**config.mk**
```make
export PLATFORM = sky130hd
export DESIGN_NAME = nco_iq_demod
export DESIGN_NICKNAME = d
export VERILOG_FILES = /design/src/rtl/nco_iq_demod_pkg.sv /design/src/rtl/nco_demod_mac.sv /design/src/rtl/nco_iq_demod.sv
export SDC_FILE = /design/constraint.sdc
export NUM_CORES = 2
export LEC_CHECK = 0
export CORE_MARGIN = 2
export CORE_UTILIZATION = 23
export DETAILED_ROUTE_END_ITERATION = 8
export MAX_ROUTING_LAYER = met4
export PLACE_DENSITY = 0.34
export SLEW_MARGIN = 20
export SYNTH_ARGS = -nofsm -noshare
export SYNTH_HDL_FRONTEND = slang
export SYNTH_SLANG_ARGS = --single-unit
```
**constraint.sdc**
```tcl
create_clock -name clk -period 10.35 [get_ports clk]
set_clock_uncertainty 0.15 [all_clocks]
set_input_delay 2.07 -clock clk [delete_from_list [all_inputs] [get_ports clk]]
set_output_delay 2.07 -clock clk [all_outputs]
set_load 0.02 [all_outputs]
```
**src/rtl/nco_iq_demod_pkg.sv**
```systemverilog
// Shared definitions for the NCO I/Q demodulator: FSM encoding and accumulator sizing.
package nco_iq_demod_pkg;

  typedef enum logic [1:0] {
    ST_IDLE = 2'd0,
    ST_ARM  = 2'd1,
    ST_ACC  = 2'd2
  } state_e;

  // Accumulator width sized so a full-length window of extreme products cannot wrap.
  function automatic int acc_width(input int adw, input int mpr, input int cw);
    return adw + mpr + cw;
  endfunction

endpackage

```
**src/rtl/nco_demod_mac.sv**
```systemverilog
// One demodulator channel: registered full-precision product, boxcar accumulator,
// round-half-up arithmetic shift and saturation into the output register.
module nco_demod_mac
  import nco_iq_demod_pkg::*;
#(
  parameter int adw = 14,
  parameter int mpr = 14,
  parameter int cw  = 16,
  parameter int ow  = 32,
  parameter int osh = 12
) (
  input  logic                  clk,
  input  logic                  reset,
  input  logic                  cap,
  input  logic                  add,
  input  logic                  done,
  input  logic                  clr,
  input  logic signed [adw-1:0] smp,
  input  logic signed [mpr-1:0] coef,
  output logic signed [ow-1:0]  res,
  output logic                  sat
);

  localparam int PW = adw + mpr;
  localparam int AW = acc_width(adw, mpr, cw);
  localparam int RW = AW + 1;

  logic signed [PW-1:0] prod_q, prod_d;
  logic signed [AW-1:0] acc_q, acc_d;
  logic signed [AW-1:0] sum;
  logic signed [RW-1:0] rnd;
  logic signed [ow-1:0] res_q, res_d;
  logic signed [ow-1:0] clamp;

  assign sum = acc_q + $signed({{(AW-PW){prod_q[PW-1]}}, prod_q});

  // One spare bit above the accumulator keeps the rounding add from wrapping.
  if (osh == 0) begin : g_no_round
    assign rnd = {sum[AW-1], sum};
  end else begin : g_round
    localparam logic [RW-1:0] HALF = {{(RW-1){1'b0}}, 1'b1} << (osh - 1);
    assign rnd = ($signed({sum[AW-1], sum}) + $signed(HALF)) >>> osh;
  end

  always_comb begin
    sat   = ~((&rnd[RW-1:ow-1]) | ~(|rnd[RW-1:ow-1]));
    clamp = rnd[ow-1:0];
    if (sat) begin
      clamp = rnd[RW-1] ? {1'b1, {(ow-1){1'b0}}} : {1'b0, {(ow-1){1'b1}}};
    end

    prod_d = prod_q;
    if (cap) begin
      prod_d = $signed({{(PW-adw){smp[adw-1]}}, smp}) * $signed({{(PW-mpr){coef[mpr-1]}}, coef});
    end

    acc_d = acc_q;
    if (done || clr) begin
      acc_d = '0;
    end else if (add) begin
      acc_d = sum;
    end

    res_d = done ? clamp : res_q;
  end

  always_ff @(posedge clk or posedge reset) begin
    if (reset) begin
      prod_q <= '0;
      acc_q  <= '0;
      res_q  <= '0;
    end else begin
      prod_q <= prod_d;
      acc_q  <= acc_d;
      res_q  <= res_d;
    end
  end

  assign res = res_q;

endmodule

```
**src/rtl/nco_iq_demod.sv**
```systemverilog
// Quadrature demodulator: window FSM, accepted-sample counter and sticky overflow,
// driving one MAC channel per phase (I with cosine, Q with sine).
module nco_iq_demod
  import nco_iq_demod_pkg::*;
#(
  parameter int adw = 14,
  parameter int mpr = 14,
  parameter int cw  = 16,
  parameter int ow  = 32,
  parameter int osh = 12
) (
  input  logic                  clk,
  input  logic                  reset,
  input  logic                  clken,
  input  logic                  start,
  input  logic                  stop,
  input  logic                  cont,
  input  logic [cw-1:0]         win_len,
  input  logic signed [adw-1:0] adc_data,
  input  logic                  adc_valid,
  input  logic                  nco_valid,
  input  logic signed [mpr-1:0] fsin_i,
  input  logic signed [mpr-1:0] fcos_i,
  output logic signed [ow-1:0]  i_out,
  output logic signed [ow-1:0]  q_out,
  output logic                  out_valid,
  output logic                  busy,
  output logic                  ovf,
  output state_e                dbg_state
);

  // Handshake: a sample is taken on a clken cycle with adc_valid and nco_valid both
  // high while ARM/ACC; there is no backpressure. out_valid is a one-enabled-cycle
  // pulse with no ready; it holds with the registers while clken is low.

  state_e        state_q, state_d;
  logic [cw-1:0] cnt_q, cnt_d;
  logic [cw-1:0] win_q, win_d;
  logic          prod_v_q, prod_v_d;
  logic          prod_last_q, prod_last_d;
  logic          out_valid_q, out_valid_d;
  logic          busy_q, busy_d;
  logic          ovf_q, ovf_d;

  logic start_ok, accept, last, add, done, clr;
  logic sat_i, sat_q;

  always_comb begin
    start_ok = clken & start & ~stop & (state_q == ST_IDLE);
    accept   = clken & ~stop & adc_valid & nco_valid & ((state_q == ST_ARM) || (state_q == ST_ACC));
    last     = accept & (cnt_q == win_q - cw'(1));
    add      = clken & ~stop & prod_v_q;
    done     = add & prod_last_q;
    clr      = clken & (stop | start_ok);

    state_d = state_q;
    if (clken) begin
      if (stop) begin
        state_d = ST_IDLE;
      end else begin
        case (state_q)
          ST_IDLE: if (start) state_d = ST_ARM;
          ST_ARM:  if (nco_valid) state_d = (last && !cont) ? ST_IDLE : ST_ACC;
          ST_ACC:  if (last && !cont) state_d = ST_IDLE;
          default: state_d = ST_IDLE;
        endcase
      end
    end

    win_d = win_q;
    if (start_ok) begin
      win_d = (win_len == '0) ? cw'(1) : win_len;
    end

    cnt_d = cnt_q;
    if (clr) begin
      cnt_d = '0;
    end else if (accept) begin
      cnt_d = last ? '0 : cnt_q + cw'(1);
    end

    // The completing product is still in flight after the FSM has left ACC.
    prod_v_d    = clken ? accept : prod_v_q;
    prod_last_d = clken ? last : prod_last_q;
    out_valid_d = clken ? done : out_valid_q;
    busy_d      = (state_d != ST_IDLE);
    ovf_d       = (start_ok ? 1'b0 : ovf_q) | (done & (sat_i | sat_q));
  end

  always_ff @(posedge clk or posedge reset) begin
    if (reset) begin
      state_q     <= ST_IDLE;
      cnt_q       <= '0;
      win_q       <= cw'(1);
      prod_v_q    <= 1'b0;
      prod_last_q <= 1'b0;
      out_valid_q <= 1'b0;
      busy_q      <= 1'b0;
      ovf_q       <= 1'b0;
    end else begin
      state_q     <= state_d;
      cnt_q       <= cnt_d;
      win_q       <= win_d;
      prod_v_q    <= prod_v_d;
      prod_last_q <= prod_last_d;
      out_valid_q <= out_valid_d;
      busy_q      <= busy_d;
      ovf_q       <= ovf_d;
    end
  end

  nco_demod_mac #(.adw(adw), .mpr(mpr), .cw(cw), .ow(ow), .osh(osh)) u_mac_i (
    .clk   (clk),
    .reset (reset),
    .cap   (accept),
    .add   (add),
    .done  (done),
    .clr   (clr),
    .smp   (adc_data),
    .coef  (fcos_i),
    .res   (i_out),
    .sat   (sat_i)
  );

  nco_demod_mac #(.adw(adw), .mpr(mpr), .cw(cw), .ow(ow), .osh(osh)) u_mac_q (
    .clk   (clk),
    .reset (reset),
    .cap   (accept),
    .add   (add),
    .done  (done),
    .clr   (clr),
    .smp   (adc_data),
    .coef  (fsin_i),
    .res   (q_out),
    .sat   (sat_q)
  );

  assign out_valid = out_valid_q;
  assign busy      = busy_q;
  assign ovf       = ovf_q;
  assign dbg_state = state_q;

endmodule

```
==> results.py <==
metrics = {
    "detailed_routing": {
        "drc": 0,
        "avgRoutedWirePerCell_um": 18.2,
        "drt_wl_total_um": 101000,
        "via_per_inst": 4.49,
        "first_iter_violations": 1205,
        "drtAntennaViolNets": 0,
        "first_pass_iters": 6,
        "vias": 24870,
    },
    "critical_path": {
        "critPathKind": "input port to register",
        "cpMaxStageDelayCell": "clkdlybuf4s50_1",
        "crit_path_max_incr_delay_ps": 890,
        "crit_buf_inv": 5,
        "start_kind": "input port",
        "cp_data_arrival_time_ps": 9010,
        "cp_top_family": "adder cells",
        "cp_max_fo": 19,
        "cp-end-kind": "register",
        "crit_chain": "clkdlybuf4s50_1 -> buf_4 -> nand2_1 -> fa_1 -> fa_1 -> fa_1 -> inv_1 -> fa_1 -> fa_1 -> inv_1 -> fa_1 -> inv_1 -> ha_1 -> nand3_1 -> nor4_1 -> nor3_1 -> o41ai_1 -> nand2_1 -> a21oi_1 -> a211oi_1 -> a21oi_1 -> xnor2_1 -> o21ai_0",
        "critical_path_required_ps": 10640,
        "path_common_cell": "fa_1",
    },
    "synth": {
        "syn_avg_cell_area_um2": 8.75,
        "synth_fa_ha_area_share_pct": 33.4,
        "yosys.area.top_type": "fa_1",
        "synthTopCellsByArea": "fa_1 (25%), dfrtp_1 (19%), ha_1 (8.9%)",
        "yosysTopAreaCellShare_pct": 24.5,
        "yosysWarnings": 0,
        "ys_async_sr_fraction_pct": 100,
        "seq_area_frac_synth_pct": 19.3,
        "synth_cell_type_count": 94,
        "synth-seq-cells": 247,
        "synth-simple-area-share_pct": 19.2,
        "synth-xor-area-share_pct": 5.44,
        "synth_edf_count": 0,
        "syn-num-nets": 4342,
        "synthMuxAreaShare_pct": 0.880,
        "synth_top_family_by_area": "adder cells",
        "synthesis.instances": 3656,
        "synth-compound-area-share_pct": 14.1,
        "synthFlopType": "dfrtp_1",
        "syn_area_um2": 32000,
    },
    "layout": {
        "final_common_cell": "inv_1",
        "final_nets": 4404,
        "drive_above_1_share_pct": 4.71,
        "final_cell_mix": "inv_1 (487), nand2_1 (441), fa_1 (392)",
        "syn2layout_area_growth_pct": 14.1,
        "stdcell_area_um2": 36500,
    },
    "sta": {
        "drv_slew": 0,
        "rsz0062_at_grt": "no",
        "fin_crit_ps": 8720,
        "fin_crit_sh_pct": 84.3,
        "max_freq_ghz": 0.115,
        "final-hold-violation-count": 0,
        "slew_headroom_pct": 27.7,
        "worst_pin_slew_ps": 1080,
        "final.setup.tns_ps": 0,
        "setup_viol": 0,
    },
    "clocking": {
        "postCtsHoldBufs": 0,
        "clk_pin_slew_worst_paths_ps": 60,
        "clockRootBuffer": "clkbuf_16",
        "cts-resized-gates": 0,
        "cts_tree": "yes",
        "clockBufferDepth": 3,
        "numCtsBuffers": 30,
        "cts_num_sinks": 247,
        "clk_latency_ps": 600,
        "post_cts_buffers": 0,
        "htreeDepth": 1,
    },
    "place": {
        "dp_hpwl_um": 80700,
        "io_buffers": 134,
        "gp_congestion": 0.803,
        "dpl_cell_area_um2": 35400,
    },
    "grt": {
        "grt_max_degree": 91,
        "grt_usage_pct": 14.7,
        "antenna_found_initial": 3,
        "grt-ovfl-total": 0,
        "first_global_vias": 26032,
        "grt_pass1_wl_um": 161000,
    },
    "floorplan": {
        "placeableCoreArea_um2": 138000,
        "die_w_um": 377,
        "fp.dieH_um": 377,
        "start_util_pct": 23.2,
        "row_count": 136,
        "ios": 135,
        "die_area_um2": 142000,
    },
    "flow_run": {
        "cap_viol_max_count": 0,
    },
    "power_and_ir_drop": {
        "leakage_nw": 17.1,
        "power.density_nw_per_um2": 305,
        "irDropWorstVdd_mv": 0.218,
    },
    "status": {
        "outcome": "complete, no violations",
    },
    "worst_hold_path": {
        "hold_class": "register to register",
    },
}
==> power breakdown <==
part / switching (mW) / internal (mW)
registers: 0.137 / 1.09
logic: 5.16 / 3.57
clock network: 0.468 / 0.722
==> kinds of logic (layout without fill, tap and decap cells) <==
| logic type | Yosys count | in the layout |
|---|---|---|
| compound gates | 697 | 697 |
| mux | 26 | 26 |
| buf+inv | 648 | 732 |
| xor+xnor | 198 | 198 |
| fa+ha+maj | 620 | 620 |
| simple gates | 1220 | 1220 |
| other cells | 0 | 1 |
| flops | 247 | 247 |
==> metal layers <==
layer	up-vias	track usage, %	part of all wire, %
li1	12242	-	-
met1	12263	22.7	55
met2	290	21.2	41
met3	75	0.998	2.2
met4	0	2.24	1.3
met5	-	-	0
==> flip-flops by register name, summed over array words and instances (netlist names) <==
signal          count
u_mac_i.prod_q     28
u_mac_q.acc_q      44
cnt_q              16
prod_v_q            1
ovf                 1
prod_last_q         1
u_mac_q.res        32
u_mac_i.acc_q      44
dbg_state           2
busy                1
u_mac_i.res        32
out_valid           1
u_mac_q.prod_q     28
win_q              16
==> cell type report <==
class	instances	area, um^2
fill	14962	101000
inverter	489	1840
tap	1794	2240
clock inverter	16	246
clock buffer	38	842
sequential	247	6180
antenna	1	2.50
multi-input combinational	2761	23400
timing repair buffer	189	1770
==> Yosys cell counts, drive strengths merged, types with 10 or more instances <==
master,number
a211oi,17
a21o,69
a21oi,152
a22o,45
a31oi,47
and2,223
and3,41
buf,18
clkbuf,141
dfrtp,246
fa,392
ha,228
inv,489
mux2,17
nand2,441
nand2b,25
nand3,51
nand4,43
nor2,194
nor2b,10
nor3,69
nor4,26
o211ai,22
o21a,21
o21ai,213
o21bai,15
o31ai,15
or2,16
or3,24
or4,11
xnor2,126
xor2,72
==> stage by stage <==
step,power [mW],utilization [%],setup WS (ps),cells,hold WS [ps]
2_1_floorplan,7.63,-,1350,3656,293
3_3_place_gp,10.2,25.7,1030,5480,313
3_5_place_dp,10.1,25.7,990,5480,327
4_1_cts,11.4,26.5,1610,5534,340
5_1_grt,12.7,26.5,1100,5535,361
6_report,11.1,26.5,1630,5535,334
==> worst reg2reg max path: cells and delay by family (launching register included) <==
kind,cells,cell delay [ps]
xor gates and xnor gates,1,340
adders and majority gates,3,1020
AOI/OAI and AO/OA,6,1890
and+or+nand+nor,6,2090
DFF,1,380
==> worst paths after layout <==
check | startpoint | endpoint | slack (ps) | depth (start not counted)
worst min-delay path | u_mac_q.res[31] | u_mac_q.res[31] | 330 | 2
worst min register to register | u_mac_q.res[31] | u_mac_q.res[31] | 330 | 2
worst max-delay path | adc_data[5] | u_mac_i.prod_q[27] | 1630 | 23
min in group asynchronous | reset | u_mac_q.res[22] | 1780 | 2
worst max register to register | u_mac_q.acc_q[0] | u_mac_q.res[4] | 4390 | 16
max in group asynchronous | reset | u_mac_i.acc_q[7] | 6990 | 3
No activity file was read; power rests on OpenSTA's default activity.
